$ cat config.mk
export PLATFORM = sky130hd
export DESIGN_NAME = shift_pipe
export DESIGN_NICKNAME = d
export VERILOG_FILES = /design/src/rtl/shift_pipe.sv
export SDC_FILE = /design/constraint.sdc
export NUM_CORES = 1
export LEC_CHECK = 0
export CORE_MARGIN = 1.5
export CORE_UTILIZATION = 56
export DETAILED_ROUTE_END_ITERATION = 8
export HOLD_SLACK_MARGIN = 0.02
export PLACE_DENSITY_LB_ADDON = 0.2
export SLEW_MARGIN = 10
export SYNTH_ARGS = -nofsm -noshare
export SYNTH_HDL_FRONTEND = slang
export SYNTH_SLANG_ARGS = --single-unit
$ cat constraint.sdc
create_clock -name clk -period 2.9 [get_ports clk]
set_input_delay 0.435 -clock clk [delete_from_list [all_inputs] [get_ports clk]]
set_output_delay 0.435 -clock clk [all_outputs]
set_load 0.01 [all_outputs]
$ cat src/rtl/shift_pipe.sv
// Pipelined barrel shifter (SLL/SRL/SRA/ROL) with valid/ready on both sides.
// Shift levels are spread evenly over PIPE_STAGES registered stages.
module shift_pipe #(
  parameter int WIDTH       = 32,
  parameter int SHW         = $clog2(WIDTH),
  parameter int PIPE_STAGES = 2
) (
  input  logic             clk,
  input  logic             rst_n,
  input  logic             in_valid,
  output logic             in_ready,
  input  logic [WIDTH-1:0] in_data,
  input  logic [SHW-1:0]   in_amt,
  input  logic [1:0]       in_mode,
  output logic             out_valid,
  input  logic             out_ready,
  output logic [WIDTH-1:0] out_data,
  output logic             out_zero
);

  localparam logic [1:0] MODE_SLL = 2'b00;
  localparam logic [1:0] MODE_SRL = 2'b01;
  localparam logic [1:0] MODE_SRA = 2'b11;

  logic [PIPE_STAGES-1:0] vld_p;
  logic [WIDTH-1:0]       dat_p  [PIPE_STAGES];
  logic [SHW-1:0]         amt_p  [PIPE_STAGES];
  logic [1:0]             mode_p [PIPE_STAGES];
  logic                   zero_p;

  logic [PIPE_STAGES-1:0] src_vld;
  logic [WIDTH-1:0]       src_dat  [PIPE_STAGES];
  logic [SHW-1:0]         src_amt  [PIPE_STAGES];
  logic [1:0]             src_mode [PIPE_STAGES];
  logic [WIDTH-1:0]       nxt_dat  [PIPE_STAGES];
  logic [PIPE_STAGES:0]   load;

  // One shift level: moves by 2^lvl. SRA keeps replicating the original sign
  // because every earlier level already preserved the MSB.
  function automatic logic [WIDTH-1:0] shift_level(input logic [WIDTH-1:0] d,
                                                   input logic [1:0]       mode,
                                                   input int               lvl);
    logic signed [WIDTH-1:0] ds;
    int                      sh;
    sh = 1 << lvl;
    ds = d;
    case (mode)
      MODE_SLL: return d << sh;
      MODE_SRL: return d >> sh;
      MODE_SRA: return ds >>> sh;
      default:  return (d << sh) | (d >> (WIDTH - sh));
    endcase
  endfunction

  function automatic int stage_of(input int lvl);
    return (lvl * PIPE_STAGES) / SHW;
  endfunction

  always_comb begin
    src_vld[0]  = in_valid;
    src_dat[0]  = in_data;
    src_amt[0]  = in_amt;
    src_mode[0] = in_mode;
    for (int k = 1; k < PIPE_STAGES; k++) begin
      src_vld[k]  = vld_p[k-1];
      src_dat[k]  = dat_p[k-1];
      src_amt[k]  = amt_p[k-1];
      src_mode[k] = mode_p[k-1];
    end
  end

  always_comb begin : level_eval
    logic [WIDTH-1:0] d;
    for (int k = 0; k < PIPE_STAGES; k++) begin
      d = src_dat[k];
      for (int i = 0; i < SHW; i++) begin
        if (stage_of(i) == k && src_amt[k][i])
          d = shift_level(d, src_mode[k], i);
      end
      nxt_dat[k] = d;
    end
  end

  // Ready ripples back from the output: a stage may load if it is empty or
  // its successor is loading this cycle, so a full pipe still streams.
  always_comb begin : load_chain
    logic ld;
    load = '0;
    ld   = out_ready;
    load[PIPE_STAGES] = ld;
    for (int k = PIPE_STAGES - 1; k >= 0; k--) begin
      ld      = !vld_p[k] | ld;
      load[k] = ld;
    end
  end

  assign in_ready = load[0];

  // Stage registers p0..p(PIPE_STAGES-1); data only moves on a valid load
  always_ff @(posedge clk or negedge rst_n) begin
    if (!rst_n) begin
      vld_p  <= '0;
      zero_p <= 1'b0;
      for (int k = 0; k < PIPE_STAGES; k++) begin
        dat_p[k]  <= '0;
        amt_p[k]  <= '0;
        mode_p[k] <= '0;
      end
    end else begin
      for (int k = 0; k < PIPE_STAGES; k++) begin
        if (load[k])
          vld_p[k] <= src_vld[k];
        if (load[k] && src_vld[k]) begin
          dat_p[k]  <= nxt_dat[k];
          amt_p[k]  <= src_amt[k];
          mode_p[k] <= src_mode[k];
        end
      end
      if (load[PIPE_STAGES-1] && src_vld[PIPE_STAGES-1])
        zero_p <= ~|nxt_dat[PIPE_STAGES-1];
    end
  end

  assign out_valid = vld_p[PIPE_STAGES-1];
  assign out_data  = dat_p[PIPE_STAGES-1];
  assign out_zero  = zero_p;

endmodule
==> results.yml, run 1 <==
floorplan:
  die_h_um: 113
  core_area_sq_um: 11600
  placementRows: 39
  start_util: 0.582
  dieArea_sq_um: 12700
  die_width_um: 113
  pin_count: 78
drt:
  vias_per_cell: 6.69
  drcViolationCount: 0
  dr.pass1.iters: 5
  ant_nets: 0
  via_count: 6853
  totalWireLength_mm: 22.3
  avgRoutedWirePerCell_um: 21.7
  drt_iter0_drc: 886
worst_setup_path:
  path_max_fanout: 30
  cp.arrival_ns: 2.97
  start_kind: "flop"
  crit_path_end_kind: "flop"
  worst-r2r-setup-slack_ns: 0.17
  r2r-start: "mode_p[2]"
  reg2reg_depth: 6
  cp.required_ns: 3.14
  regToRegEndpoint: "out_zero"
  timing_worst_setup_path_type: "flop to flop"
pwr:
  finalPower_mw: 4.64
  ir_drop_uv: 387
  p_leak_nw: 3.25
  power_density_nw_per_um2: 596
grt:
  grt_pass1_wl_mm: 35.6
  overflow: 0
  grt_max_degree: 65
  grt_use_total: 0.361
  grt_pass1_vias: 6519
  antenna_found_initial: 0
synth:
  synth_seq_cells: 71
  synth_edf_count: 0
  yosysTopAreaCell: "dfrtp_1"
  synth_top_area_share: 0.263
  ys_seq_area_frac: 0.263
  ys_warn_count: 0
  synth_nets: 897
  syn_inst: 854
  synthTopCellsByArea: "dfrtp_1, mux2i_1, o21ai_0"
  synth.avg_cell_area_sq_um: 7.92
  synthDistinctLibCells: 69
  synth_area_sq_um: 6760
  ys.flop_type: "dfrtp_1"
  synth_async_sr_flop_share: 1.00
timing:
  worst_slew_pin_slew_ns: 0.732
  finalSetupViolations: 0
  min_period_ns: 2.73
  clock_skew_ns: 0.00819
  grt_setup_unrepaired: "false"
  fmaxAchievable_mhz: 367
  relSlewSlack: 0.498
  drv_slew: 0
  tns_ns: 0
  worst_slack_ns: 0.173
  min_period_over_period: 0.940
  hold_violations: 0
clock_tree:
  cts-root-buf: "clkbuf_16"
  cts_max_level: 3
  clkSinkCount: 71
  cts_buffers: 9
  cts_tree: "yes"
  cts_hold_buf: 0
  clk_pin_slew_worst_paths_ns: 0.06
  cts.path.max_buffers: 2
  worstSkewPairLatency_ns: 0.34
placed_design:
  pre_cts_ws_ns: 0.163
  port_buffers: 77
  gp_congestion: 1.04
  hpwl_mm: 17.1
job:
  cap_viol_max_count: 0
final_layout:
  area_delta_synth_final_pct: 15.2
  drive_gt1_frac: 0.134
  nets: 920
  n_antenna_cell: 0
min_path:
  hold_class: "primary input to asynchronous set/reset pin"
status:
  status: "complete, no violations"
[worst max-delay path, stage by stage, from the launching register on]
cell      delay, ns
dfrtp_2        0.75
mux2_1         0.38
mux2i_1        0.27
and4bb_1       0.24
o221ai_1       0.15
or4_1          0.60
o41ai_2        0.21
[how the worst max path moves through the flow]
stage / startpoint / to / slack, ns / cells after the start
floorplan: in_mode[0] / dat_p[38] / 0.73 / 8
global placement: mode_p[2] / out_zero / 0.23 / 6
detailed placement: in_mode[0] / dat_p[35] / 0.16 / 7
CTS: mode_p[2] / out_zero / 0.24 / 6
global route: mode_p[2] / out_zero / 0.11 / 6
finish: mode_p[2] / out_zero / 0.17 / 6
[state kept, by name, summed over array words and instances (netlist names)]
signal / cells
out_zero: 1
amt_p: 2
vld_p: 2
dat_p: 32
mode_p: 2
out_data: 32
[per-layer routing]
metal  GRT usage  share of wire  wire, um  up-vias
met5           0              0         0        -
met4      0.0992          0.019       422        0
met3      0.0969           0.11      2510       44
met2       0.539           0.44      9750      429
met1       0.519           0.43      9570     3243
li1            -              -         -     3137
[cell usage after synthesis, drive strengths merged (12+ instances only)]
cell type	n
mux2i	63
o21ai	82
buf	72
a21oi	65
o211ai	24
mux4	14
mux2	29
nand2	91
dfrtp	71
nor2	105
a31oi	21
nand2b	15
clkbuf	40
a21o	12
a211oi	18
[through the flow]
stage               hold WS [ns]  cells   util  cell area [sq um]
floorplan                  0.139    854      -               6760
global placement           0.461   1009  0.642               7460
detailed placement         0.468   1009  0.642               7460
CTS                        0.167   1025  0.670               7780
global route               0.227   1025  0.670               7780
finish                     0.148   1025  0.670               7780
[cell usage in the layout, fill, tap and decap left out, types with 4 or more instances in the layout]
cell             netlist  routed
dfrtp_1               71      69
o31ai_1                5       5
clkbuf_16              0       9
o22a_1                 9       9
buf_2                 24       4
a211o_1                9       9
a21oi_1               65      65
nor3_1                 9       9
a22o_1                 4       4
a31oi_1               21      21
nor2b_1                6       6
nor2_1               105     105
and2_1                 6       6
o21ai_0               79      79
mux2_1                 5       5
nand2_1               91      90
nand3b_1               5       5
o21a_1                 4       4
mux4_2                14      14
mux2_2                24      24
clkdlybuf4s50_1        0      73
nand2b_1              15      15
o22ai_1                6       6
o211ai_1              24      24
mux2i_1               63      63
inv_1                  5       5
buf_4                 36      45
a22oi_1                5       5
nand3_1                7       6
a211oi_1              18      18
a21o_1                12      12
[logic make-up (layout without fill, tap and decap cells)]
group           after synthesis  count (layout)  share of synthesized area
compound gates              298             298                      0.285
mux                         106             106                      0.188
buf+inv                     120             148                     0.0957
simple gates                259             259                      0.168
flops                        71              71                      0.263
[layout make-up]
class | count | area [sq um]
multi-input combinational | 663 | 4340
fill | 993 | 3830
sequential | 71 | 1780
timing repair buffer | 124 | 1130
clock buffer | 11 | 243
tap | 143 | 179
clock inverter | 5 | 81.3
inverter | 8 | 30.0
[timing repair]
item / 4_1_cts / 5_1_grt
setup buffers: 0 / 0
hold endpoints to repair: 0 / 0
gates resized for setup: 0 / 1
endpoints found under the setup margin: 0 / 1
[power by group]
group / switching (mW) / internal (mW) / leakage, nW / total, mW
clock network: 0.425 / 0.776 / 0.156 / 1.20
registers: 0.285 / 1.21 / 0.855 / 1.50
logic: 1.05 / 0.891 / 2.24 / 1.94
total: 1.76 / 2.88 / 3.25 / 4.64
Power figures use the tool's default switching activity.
==> inputs of run 2 (changes only) <==
--- a/config.mk
+++ b/config.mk
@@ -10,6 +10,7 @@
 export DETAILED_ROUTE_END_ITERATION = 8
 export HOLD_SLACK_MARGIN = 0.02
 export PLACE_DENSITY_LB_ADDON = 0.2
+export REMOVE_ABC_BUFFERS = 1
 export SLEW_MARGIN = 10
 export SYNTH_ARGS = -nofsm -noshare
 export SYNTH_HDL_FRONTEND = slang
==> run 2 against run 1 <==
- global-route usage shrank 2.9 points
- sequential share of layout area shrank 0.11 points
- worst hold slack lost 0.030 ns
- critical path type unchanged
- largest cell class unchanged
==> results.yml, run 2 (same netlist as run 1, synthesis figures left out) <==
status:
  status: "complete, no violations"
worst_setup_path:
  reg2reg_depth: 7
  worst-r2r-setup-slack_ns: 0.27
  cp.required_ns: 3.14
  worstSetupStartpoint: "mode_p[2]"
  path_max_fanout: 32
  crit_path_max_incr_delay_ns: 0.77
  start_kind: "flop"
  r2r-start: "mode_p[2]"
  timing_worst_setup_path_type: "flop to flop"
  crit_path_end_kind: "flop"
  regToRegEndpoint: "out_zero"
  cp.arrival_ns: 2.87
  cpMaxStageDelayCell: "dfrtp_2"
  path_cells: "buf_4 -> mux2i_1 -> a21oi_1 -> o22ai_1 -> nand4_1 -> or4_1 -> o41ai_2"
grt:
  grt_max_degree: 72
  antenna_found_initial: 0
  grt_use_total: 0.332
  grt_pass1_wl_mm: 33.6
  overflow: 0
  grt_pass1_vias: 6375
timing:
  grt_setup_unrepaired: "false"
  fmaxAchievable_mhz: 380
  clock_skew_ns: 0.00890
  worst_slew_pin_slew_ns: 0.651
  min_period_over_period: 0.908
  min_period_ns: 2.63
  tns_ns: 0
  hold_violations: 0
  drv_slew: 0
  finalSetupViolations: 0
  relSlewSlack: 0.566
job:
  cap_viol_max_count: 0
floorplan:
  start_util: 0.582
  core_area_sq_um: 11600
  placementRows: 39
  die_width_um: 113
  dieArea_sq_um: 12700
  pin_count: 78
  die_h_um: 113
final_layout:
  fin_cells: 1029
  n_antenna_cell: 0
  mostFrequentLayoutCells: "nor2_1, nand2_1, o21ai_0"
  drive_gt1_frac: 0.138
  nets: 924
  area_delta_synth_final_pct: 15.7
  fin_util: 0.673
  fillers: 1028
  layout_commonest_cell: "nor2_1"
drt:
  avgRoutedWirePerCell_um: 19.9
  totalWireLength_mm: 20.5
  drcViolationCount: 0
  via_count: 6681
  ant_nets: 0
  drt_iter0_drc: 571
  dr.pass1.iters: 6
  vias_per_cell: 6.49
placed_design:
  gp_congestion: 0.953
  placed_cells: 1013
  hpwl_mm: 15.4
  port_buffers: 77
clock_tree:
  clk_pin_slew_worst_paths_ns: 0.06
  cts_tree: "yes"
  cts-root-buf: "clkbuf_16"
  cts_max_level: 3
  cts_resized: 0
  cts_buffers: 9
  cts.path.max_buffers: 2
  worstSkewPairLatency_ns: 0.34
  clkSinkCount: 71
  postCtsSetupRepairBufs: 0
  cts_hold_buf: 0
pwr:
  ir_drop_uv: 354
  p_leak_nw: 3.28
  power_density_nw_per_um2: 581
min_path:
  hold_class: "primary input to asynchronous set/reset pin"
[run 2: worst max-delay path, delay by kind of cell (launching register included)]
| kind | cells | cell delay (ns) |
|---|---|---|
| AO/OA/AOI/OAI | 3 | 0.57 |
| buffers and inverters | 1 | 0.30 |
| flip-flops | 1 | 0.77 |
| multiplexers | 1 | 0.22 |
| AND/OR/NAND/NOR | 2 | 0.65 |
[run 2: worst max-delay path by stage]
| stage | end | slack (ns) |
|---|---|---|
| floorplan | out_zero | -0.34 |
| CTS | out_zero | 0.34 |
| finish | out_zero | 0.27 |
| detailed placement | out_zero | 0.34 |
| global placement | dat_p[40] | 0.40 |
| global route | out_zero | 0.12 |
[run 2: metrics by stage]
stage / power, mW / instance area, sq um / worst slack, ns / hold WS (ns)
after floorplan: 2.44 / 6140 / -0.341 / 0.139
after global placement: 3.29 / 7500 / 0.402 / 0.461
after detailed placement: 3.33 / 7500 / 0.344 / 0.470
after CTS: 4.53 / 7820 / 0.336 / 0.127
after global routing: 4.79 / 7820 / 0.125 / 0.159
final: 4.55 / 7820 / 0.267 / 0.118
[run 2: final cells by class]
class | instances | area, sq um | area share
Clock buffer | 10 | 239 | 0.0306
Inverter | 8 | 30.0 | 0.00384
Tap cell | 143 | 179 | 0.0229
Multi-Input combinational cell | 663 | 4340 | 0.555
Sequential cell | 71 | 1780 | 0.227
Clock inverter | 6 | 83.8 | 0.0107
Timing Repair Buffer | 128 | 1170 | 0.150
[run 2: where the power goes]
part | switching, mW | leakage, nW | total [mW] | internal, mW
Combinational | 0.998 | 2.26 | 1.89 | 0.888
Sequential | 0.258 | 0.855 | 1.47 | 1.22
Clock | 0.414 | 0.162 | 1.19 | 0.772
Total | 1.67 | 3.28 | 4.55 | 2.88
[run 2: routing by layer]
| metal | vias to the layer above | GRT usage | wire (um) | part of all wire |
|---|---|---|---|---|
| li1 | 3163 | - | - | - |
| met2 | 354 | 0.559 | 9900 | 0.48 |
| met1 | 3105 | 0.419 | 8390 | 0.41 |
| met3 | 59 | 0.0520 | 1420 | 0.069 |
| met4 | 0 | 0.156 | 816 | 0.040 |
| met5 | - | 0 | 0 | 0 |
==> inputs of run 3 (changes only) <==
--- a/config.mk
+++ b/config.mk
@@ -10,6 +10,7 @@
 export DETAILED_ROUTE_END_ITERATION = 8
 export HOLD_SLACK_MARGIN = 0.02
 export PLACE_DENSITY_LB_ADDON = 0.2
+export RECOVER_POWER = 50
 export REMOVE_ABC_BUFFERS = 1
 export SLEW_MARGIN = 10
 export SYNTH_ARGS = -nofsm -noshare
==> run 3 against run 2 <==
- the run now ends with max-capacitance violations, max-slew violations left
- first-iteration DRC count grew 1.6%
- final area shrank 0.29%
- clock power is essentially flat
- via count is essentially flat
- combinational power is essentially flat
- clock skew is essentially flat
- clock-buffer cell count is the same
- sequential power is essentially flat
- routed wire length shrank 0.30%
==> results.yml, run 3 (same netlist as run 1, synthesis figures left out) <==
status:
  status: "finished with violations"
  violations: "max-capacitance violations, max-slew violations"
drt:
  vias_per_cell: 6.49
  top_layer: "met4"
  ant_nets: 0
  via_count: 6680
  totalWireLength_mm: 20.5
  wl_met1_mm: 8.31
  avgRoutedWirePerCell_um: 19.9
  wl_met3_mm: 1.49
  drcViolationCount: 0
  dr.pass1.iters: 7
  met2_length_mm: 9.81
  drt_iter0_drc: 580
final_layout:
  area_delta_synth_final_pct: 15.4
  n_antenna_cell: 0
  fin_util: 0.672
  layout_commonest_cell: "nor2_1"
  drive_gt1_frac: 0.135
  fin_cells: 1029
  mostFrequentLayoutCells: "nor2_1, nand2_1, o21ai_0"
  nets: 924
  stdcell_area_sq_um: 7800
floorplan:
  pin_count: 78
  placementRows: 39
  dieArea_sq_um: 12700
  die_h_um: 113
  die_width_um: 113
  start_util: 0.582
  core_area_sq_um: 11600
pwr:
  p_leak_nw: 3.28
  ir_drop_uv: 358
  finalPower_mw: 4.52
  power_density_nw_per_um2: 579
timing:
  hold_ws_ns: 0.469
  clock_skew_ns: 0.00846
  tns_ns: 0
  worst_slack_ns: 0.261
  grt_setup_unrepaired: "false"
  hold_violations: 0
  min_period_over_period: 0.910
  worst_slew_pin_slew_ns: 1.68
  finalSetupViolations: 0
  drv_slew: 72
  fmaxAchievable_mhz: 379
  min_period_ns: 2.64
  relSlewSlack: -0.123
placed_design:
  pre_cts_ws_ns: 0.344
  placed_cells: 1013
  port_buffers: 77
  dpl_cell_area_sq_um: 7500
  hpwl_mm: 15.4
  gp_congestion: 0.953
clock_tree:
  cts_hold_buf: 0
  clkSinkCount: 71
  clk_pin_slew_worst_paths_ns: 0.05
  worstSkewPairLatency_ns: 0.34
  cts_resized: 0
  cts_buffers: 9
  cts.path.max_buffers: 2
  cts-root-buf: "clkbuf_16"
  cts_tree: "yes"
  postCtsSetupRepairBufs: 0
  cts_max_level: 3
worst_setup_path:
  cp.required_ns: 3.14
  start_kind: "flop"
  cp.arrival_ns: 2.88
  crit_path_end_kind: "flop"
  path_max_fanout: 32
  timing_worst_setup_path_type: "flop to flop"
grt:
  grt_pass1_vias: 6375
  overflow: 0
  grt_use_total: 0.332
  grt_max_degree: 72
  grt_pass1_wl_mm: 33.6
  antenna_found_initial: 0
job:
  cap_viol_max_count: 1
min_path:
  hold_class: "flop to flop"
run 3: changes by cell type in the layout (fill, tap and decap cells not counted):
cell             previous run  this run
clkdlybuf4s50_1            73        60
dlygate4sd3_1               0        13
buf_4                      48        46
buf_1                       0         1
buf_12                      3         2
clkbuf_1                    0         1
clkbuf_2                    0         1
run 3: cell type report:
type / count / area (sq um)
Clock buffer: 10 / 239
Fill cell: 1029 / 3810
Sequential cell: 71 / 1780
Clock inverter: 6 / 83.8
Timing Repair Buffer: 128 / 1150
Inverter: 8 / 30.0
Multi-Input combinational cell: 663 / 4340
Tap cell: 143 / 179
run 3: power breakdown:
part           internal (mW)  switching (mW)  total, mW
Sequential              1.22           0.255       1.47
Clock                  0.772           0.416       1.19
Combinational          0.865           0.996       1.86
run 3: path summary, 6_finish.rpt:
path                              start           end  slack, ns  cells past startpoint
setup reg to reg              mode_p[2]      out_zero       0.26                      7
min in group asynchronous         rst_n   out_data[4]       0.62                      2
max in group asynchronous         rst_n     mode_p[2]       1.16                      2
hold / removal             out_data[10]  out_data[10]       0.47                      2
hold reg to reg            out_data[10]  out_data[10]       0.47                      2
setup / recovery              mode_p[2]      out_zero       0.26                      7
run 3: metal layers:
| layer | global-route usage | vias to the layer above |
|---|---|---|
| met3 | 0.0520 | 61 |
| met2 | 0.559 | 352 |
| met5 | 0 | - |
| met1 | 0.419 | 3098 |
| li1 | - | 3169 |
| met4 | 0.156 | 0 |
run 3: critical path, stage by stage, from the launching register on:
cell and delay (ns):
dfrtp_2 0.78, buf_4 0.30, mux2i_1 0.22, a21oi_1 0.13
o22ai_1 0.25, nand4_1 0.12, or4_1 0.53, o41ai_2 0.19
